### src/rtl/car_motion_ctrl.sv
// Car slot register file plus frame-synchronous horizontal motion engine feeding the sprite renderer.
// Optional read-back mux enabled by defining CAR_MOTION_READBACK_EN; otherwise rd_data is tied to 0.
module car_motion_ctrl #(
    parameter int             N_CARS = 20,
    parameter int             CW     = 11,
    parameter int             H_MAX  = 640,
    parameter logic [CW-1:0]  Y_PARK = 11'h7FF
) (
    input  logic                 clk,
    input  logic                 reset_n,
    input  logic                 cs,
    input  logic                 write,
    input  logic [6:0]           addr,
    input  logic [31:0]          wr_data,
    output logic [31:0]          rd_data,
    input  logic                 frame_tick,
    output logic [N_CARS*CW-1:0] car_x,
    output logic [N_CARS*CW-1:0] car_y,
    output logic [N_CARS*4-1:0]  car_ctrl,
    output logic                 busy,
    output logic                 update_done
);

    typedef enum logic [1:0] {S_IDLE, S_UPDATE, S_DONE} state_e;

    localparam logic [4:0] LAST_IDX = 5'(N_CARS - 1);
    localparam logic [6:0] GCTL     = 7'h7F;

    state_e       state_q, state_d;
    logic [4:0]   idx_q, idx_d;
    logic         busy_q, done_q, run_q, ovr_q;
    logic [CW-1:0] x_q    [N_CARS];
    logic [CW-1:0] y_q    [N_CARS];
    logic [3:0]    ctrl_q [N_CARS];
    logic [4:0]    spd_q  [N_CARS];   // {dir, speed}

    logic [1:0]    fld;
    logic [4:0]    slot;
    logic          we, gctl_sel, slot_ok, eng_en;
    logic [CW-1:0] eng_x;

    assign fld      = addr[6:5];
    assign slot     = addr[4:0];
    assign we       = cs && write;
    assign gctl_sel = (addr == GCTL);
    assign slot_ok  = !gctl_sel && (slot < 5'(N_CARS));
    assign eng_en   = (state_q == S_UPDATE);

    // One wrap-around step; a single correction is enough because speed < H_MAX.
    function automatic logic [CW-1:0] step(input logic [CW-1:0] x, input logic [4:0] sp);
        logic [11:0] xx, v, s;
        xx = 12'(x);
        v  = {8'b0, sp[3:0]};
        if (sp[3:0] == 4'd0) begin
            s = xx;
        end else if (!sp[4]) begin
            s = xx + v;
            if (s >= 12'(H_MAX)) s = s - 12'(H_MAX);
        end else begin
            s = (xx < v) ? (xx + 12'(H_MAX) - v) : (xx - v);
        end
        return s[CW-1:0];
    endfunction

    assign eng_x = step(x_q[idx_q], spd_q[idx_q]);

    always_comb begin
        state_d = state_q;
        idx_d   = idx_q;
        case (state_q)
            S_IDLE: if (frame_tick && run_q) begin
                state_d = S_UPDATE;
                idx_d   = 5'd0;
            end
            S_UPDATE: if (idx_q == LAST_IDX) state_d = S_DONE;
                      else                   idx_d   = idx_q + 5'd1;
            S_DONE:   state_d = S_IDLE;
            default:  state_d = S_IDLE;
        endcase
    end

    always_ff @(posedge clk or negedge reset_n) begin
        if (!reset_n) begin
            state_q <= S_IDLE;
            idx_q   <= 5'd0;
            busy_q  <= 1'b0;
            done_q  <= 1'b0;
            run_q   <= 1'b0;
            ovr_q   <= 1'b0;
        end else begin
            state_q <= state_d;
            idx_q   <= idx_d;
            busy_q  <= (state_d != S_IDLE);
            done_q  <= (state_d == S_DONE);
            if (we && gctl_sel) begin
                run_q <= wr_data[0];
                if (wr_data[1]) ovr_q <= 1'b0;
            end
            // A late tick is a lost frame; it outranks a same-cycle clear.
            if (frame_tick && run_q && state_q != S_IDLE) ovr_q <= 1'b1;
        end
    end

    always_ff @(posedge clk or negedge reset_n) begin
        if (!reset_n) begin
            for (int i = 0; i < N_CARS; i++) begin
                x_q[i]    <= '0;
                y_q[i]    <= Y_PARK;
                ctrl_q[i] <= 4'd0;
                spd_q[i]  <= 5'd0;
            end
        end else begin
            for (int i = 0; i < N_CARS; i++) begin
                if (eng_en && idx_q == 5'(i)) x_q[i] <= eng_x;
                // Bus write comes last so it overrides the engine on the same slot.
                if (we && slot_ok && slot == 5'(i)) begin
                    case (fld)
                        2'b00:   x_q[i]    <= wr_data[CW-1:0];
                        2'b01:   y_q[i]    <= wr_data[CW-1:0];
                        2'b10:   ctrl_q[i] <= wr_data[3:0];
                        default: spd_q[i]  <= wr_data[4:0];
                    endcase
                end
            end
        end
    end

    for (genvar g = 0; g < N_CARS; g++) begin : g_out
        assign car_x[g*CW +: CW]  = x_q[g];
        assign car_y[g*CW +: CW]  = y_q[g];
        assign car_ctrl[g*4 +: 4] = ctrl_q[g];
    end

    assign busy        = busy_q;
    assign update_done = done_q;

`ifdef CAR_MOTION_READBACK_EN
    always_comb begin
        rd_data = 32'h0;
        if (gctl_sel) begin
            rd_data = {29'b0, ovr_q, busy_q, run_q};
        end else if (slot_ok) begin
            case (fld)
                2'b00:   rd_data[CW-1:0] = x_q[slot];
                2'b01:   rd_data[CW-1:0] = y_q[slot];
                2'b10:   rd_data[3:0]    = ctrl_q[slot];
                default: rd_data[4:0]    = spd_q[slot];
            endcase
        end
    end
`else
    assign rd_data = 32'h0;
`endif

    logic unused_wd;
    assign unused_wd = ^wr_data[31:CW];

endmodule

### config.mk
export PLATFORM = sky130hd
export DESIGN_NAME = car_motion_ctrl
export DESIGN_NICKNAME = d
export VERILOG_FILES = /design/src/rtl/car_motion_ctrl.sv
export SDC_FILE = /design/constraint.sdc
export NUM_CORES = 1
export LEC_CHECK = 0
export BUFFER_PORTS_ARGS = -buffer_cell sky130_fd_sc_hd__buf_2
export CAP_MARGIN = 5
export CORE_AREA = 2 2 230 232
export CTS_CLUSTER_DIAMETER = 100
export DETAILED_ROUTE_END_ITERATION = 6
export DIE_AREA = 0 0 232 234
export GPL_TIMING_DRIVEN = 1
export PLACE_DENSITY_LB_ADDON = 0.08
export REMOVE_ABC_BUFFERS = 1
export SYNTH_ARGS = -nofsm -noshare
export SYNTH_HDL_FRONTEND = slang
export SYNTH_SLANG_ARGS = --single-unit
### constraint.sdc
create_clock -name clk -period 11.05 [get_ports clk]
set_input_delay 0 -clock clk [delete_from_list [all_inputs] [get_ports clk]]
set_output_delay 0 -clock clk [all_outputs]
set_load 0.02 [all_outputs]
==> results.py <==
metrics = {
    "grt": {
        "grt_pass1_wl_um": 158000,
        "grt_max_degree": 209,
        "grt.total_usage_pct": 39.4,
        "grt.overflow.total": 0,
        "antenna_found_initial": 4,
        "first_global_vias": 24900,
    },
    "setup_path": {
        "required_ns": 11.46,
        "critical_path_class": "flop to flop",
        "r2r_start": "idx_q[0]",
        "startpoint": "idx_q[0]",
        "max_stage_delay_ns": 1.01,
        "crit_family": "multiplexers",
        "crit_path_start_kind": "flop",
        "cpMaxStageDelayCell": "dfrtp_4",
        "reg2regPathDepth": 18,
        "path_depth": 18,
        "r2r_slack_ns": 3.82,
        "crit_chain": "buf_4 > mux4_2 > mux4_2 > a22oi_1 > inv_1 > ha_1 > inv_1 > fa_1 > o21ba_2 > o21bai_1 > and3_1 > a31oi_1 > o2bb2ai_1 > a21oi_1 > nor3_2 > xor2_1 > mux2i_4 > a41oi_1",
        "endpoint_kind": "flop",
        "arrival_ns": 7.64,
        "crit_end": "car_x[139]",
        "r2r_end": "car_x[139]",
        "worstPathMaxFanout": 41,
        "worst-path-buf-inv": 3,
    },
    "drt": {
        "routed_wl_um": 108000,
        "viasPerCell": 6.36,
        "drtAntennaViolNets": 0,
        "drc": 0,
        "dr.pass1.iters": 6,
        "routedWlPerCell_um": 27.5,
        "drt_iter0_markers": 2826,
        "vias": 24900,
    },
    "pwr": {
        "p_switching_uw": 3640,
        "clockPowerShare_pct": 26.0,
        "p_comb_share_pct": 40.1,
        "switching_share_pct": 42.1,
        "cell_internal_pwr_uw": 5010,
        "powerDensity_nw_per_um2": 241,
        "p_seq_share_pct": 33.9,
        "p_leak_uw": 0.0166,
        "ir_worst_vdd_mv": 0.170,
    },
    "clock_tree": {
        "cts_tree": "built",
        "cts_root_buf": "clkbuf_16",
        "cts_buffer_depth": 3,
        "cts.clk_slew.worst_paths_ns": 0.06,
        "insertion_delay_ns": 0.61,
        "cts_resized": 0,
        "postCtsSetupBuffers": 0,
        "clock-sinks": 630,
        "cts-buffers-inserted": 66,
        "htree_num_levels": 3,
        "cts_hold_buf": 5,
    },
    "synthesis": {
        "synth_cell_types": 76,
        "synthTopCellsByArea": "dfrtp_1 33%, dfstp_2 19%, mux2_2 15%",
        "ys.warnings.count": 0,
        "syn_inst": 2750,
        "synth.cell_area_um2": 30900,
        "synth_top_area_share_pct": 33.2,
        "synth-edff-count": 0,
        "seq_area_frac_synth_pct": 51.9,
        "ys.flop_type": "dfrtp_1",
        "yosys_register_bits": 630,
        "yosysTopAreaCell": "dfrtp_1",
        "avgSynthCellArea_um2": 11.2,
        "ys_async_sr_fraction_pct": 100,
    },
    "timing": {
        "tns_ns": 0,
        "setup_viol": 0,
        "hold_violations": 0,
        "skew_ns": 0.0316,
        "relSlewSlack_pct": 17.8,
        "fin_crit_ns": 7.23,
        "rsz0062_at_grt": "no",
        "worst_pin_slew_ns": 1.23,
        "final_max_slew_viol_count": 0,
        "fin_crit_sh_pct": 65.5,
        "fmax_mhz": 138,
    },
    "layout": {
        "layout-drive-gt1-share_pct": 44.2,
        "nNetsFinal": 3253,
        "final_area_um2": 35900,
        "syn_to_final_growth_pct": 16.3,
    },
    "die": {
        "rows": 84,
        "die_w_um": 232,
        "fp.coreArea_um2": 52000,
        "ios": 598,
        "die_height_um": 234,
        "die_area_um2": 54300,
        "start_util_pct": 59.4,
    },
    "run_status": {
        "status": "finished, final reports clean",
    },
    "placed_design": {
        "portBuffers": 544,
        "gp_congestion": 0.960,
        "dp_hpwl_um": 71400,
        "placed_cell_area_um2": 33700,
    },
    "hold_path": {
        "hold_path.class": "input pin to async pin",
    },
    "flow_run": {
        "cap_violations": 0,
    },
}
synth_stat cells, types with 19 or more instances:
master,count
mux4_2,73
a31oi_1,66
a41oi_1,21
or3_1,23
a21oi_1,187
nand2_1,340
ha_1,32
buf_4,42
inv_1,25
dfrtp_1,410
nor3_1,43
mux2_2,406
buf_2,46
nand3_1,25
o21ai_1,53
a32oi_1,21
clkbuf_1,149
nor2_1,232
o21ai_0,84
and3_1,21
buf_1,19
dfstp_2,220
mux2i_1,37
cells by family after synthesis:
group	after synthesis	share of synthesized area [%]
simple gates	758	10.6
flops	630	51.9
mux	516	21.3
compound gates	497	9.55
buf+inv	293	4.48
fa+ha+maj	37	1.62
xor+xnor	18	0.510
other cells	1	0.0121
worst min path at each step:
stage / startpoint / to / slack [ns] / depth (start not counted)
after floorplan: reset_n / busy / -0.30 / 0
after global placement: reset_n / car_ctrl[68] / 0.16 / 1
after detailed placement: reset_n / car_ctrl[70] / 0.16 / 1
after CTS: wr_data[6] / car_x[61] / 0.07 / 4
after global routing: wr_data[6] / car_x[61] / 0.10 / 4
final: reset_n / car_ctrl[71] / 0.06 / 2
flip-flops by register name (all words and copies together) (netlist names):
| name | count |
|---|---|
| state_q | 2 |
| run_q | 1 |
| update_done | 1 |
| busy | 1 |
| car_x | 220 |
| idx_q | 5 |
| car_y | 220 |
| spd_q | 100 |
| car_ctrl | 80 |
power groups by stage:
stage | sequential, uW | combinational [uW] | clock [uW]
after detailed placement | 2960 | 3370 | 0
after CTS | 2920 | 3390 | 2260
after global routing | 2950 | 3650 | 2350
after floorplan | 3200 | 1730 | 0
final | 2930 | 3470 | 2250
after global placement | 2930 | 3320 | 0
metrics by stage:
step / hold slack, ns / utilization [%] / cells / total power (uW) / setup slack (ns)
floorplan: -0.296 / - / 2516 / 4920 / 3.82
global placement: 0.157 / 64.8 / 3787 / 6250 / 4.05
detailed placement: 0.160 / 64.8 / 3787 / 6330 / 3.90
CTS: 0.0674 / 69.1 / 3913 / 8570 / 3.88
global route: 0.100 / 69.1 / 3916 / 8950 / 3.43
finish: 0.0634 / 69.1 / 3916 / 8650 / 3.82
cell type report:
type / instances / area [um2]
Clock inverter: 33 / 298
Inverter: 28 / 105
Fill cell: 3880 / 16100
Sequential cell: 630 / 16000
Timing Repair Buffer: 588 / 3090
Clock buffer: 88 / 1870
Antenna cell: 3 / 7.51
Tap cell: 688 / 861
Multi-Input combinational cell: 1858 / 13700
cells in the final DEF, fill, tap and decap left out, types with 19 or more instances in the layout:
| cell | n |
|---|---|
| conb_1 | 32 |
| o21ai_1 | 53 |
| a41oi_1 | 20 |
| nand2_1 | 340 |
| and3_1 | 21 |
| clkbuf_16 | 67 |
| a21oi_1 | 183 |
| mux2_2 | 406 |
| mux4_2 | 73 |
| a32oi_1 | 21 |
| dfstp_2 | 220 |
| or3_1 | 23 |
| o21ai_0 | 84 |
| nand3_1 | 25 |
| a31oi_1 | 65 |
| nor3_1 | 43 |
| inv_1 | 25 |
| buf_4 | 38 |
| buf_2 | 543 |
| clkinv_2 | 19 |
| ha_1 | 32 |
| dfrtp_1 | 408 |
| mux2i_1 | 35 |
| nor2_1 | 232 |
metal layers:
metal / share of wire, % / GRT usage (%) / up-vias
met1: 37 / 49.9 / 12400
met4: 5.9 / 21.8 / 2
met2: 46 / 61.3 / 1627
li1: - / - / 10500
met3: 11 / 11.3 / 365
met5: 0.012 / 0 / -
worst reg2reg max path, delay by kind of cell (launching register included):
kind	cells	cell delay, ns
simple gates	2	0.49
buf+inv	3	0.93
xor+xnor	1	0.29
flops	1	1.01
mux	3	2.15
compound gates	7	1.72
fa+ha+maj	2	0.45
Note: power is estimated with default switching activity, not from simulation.
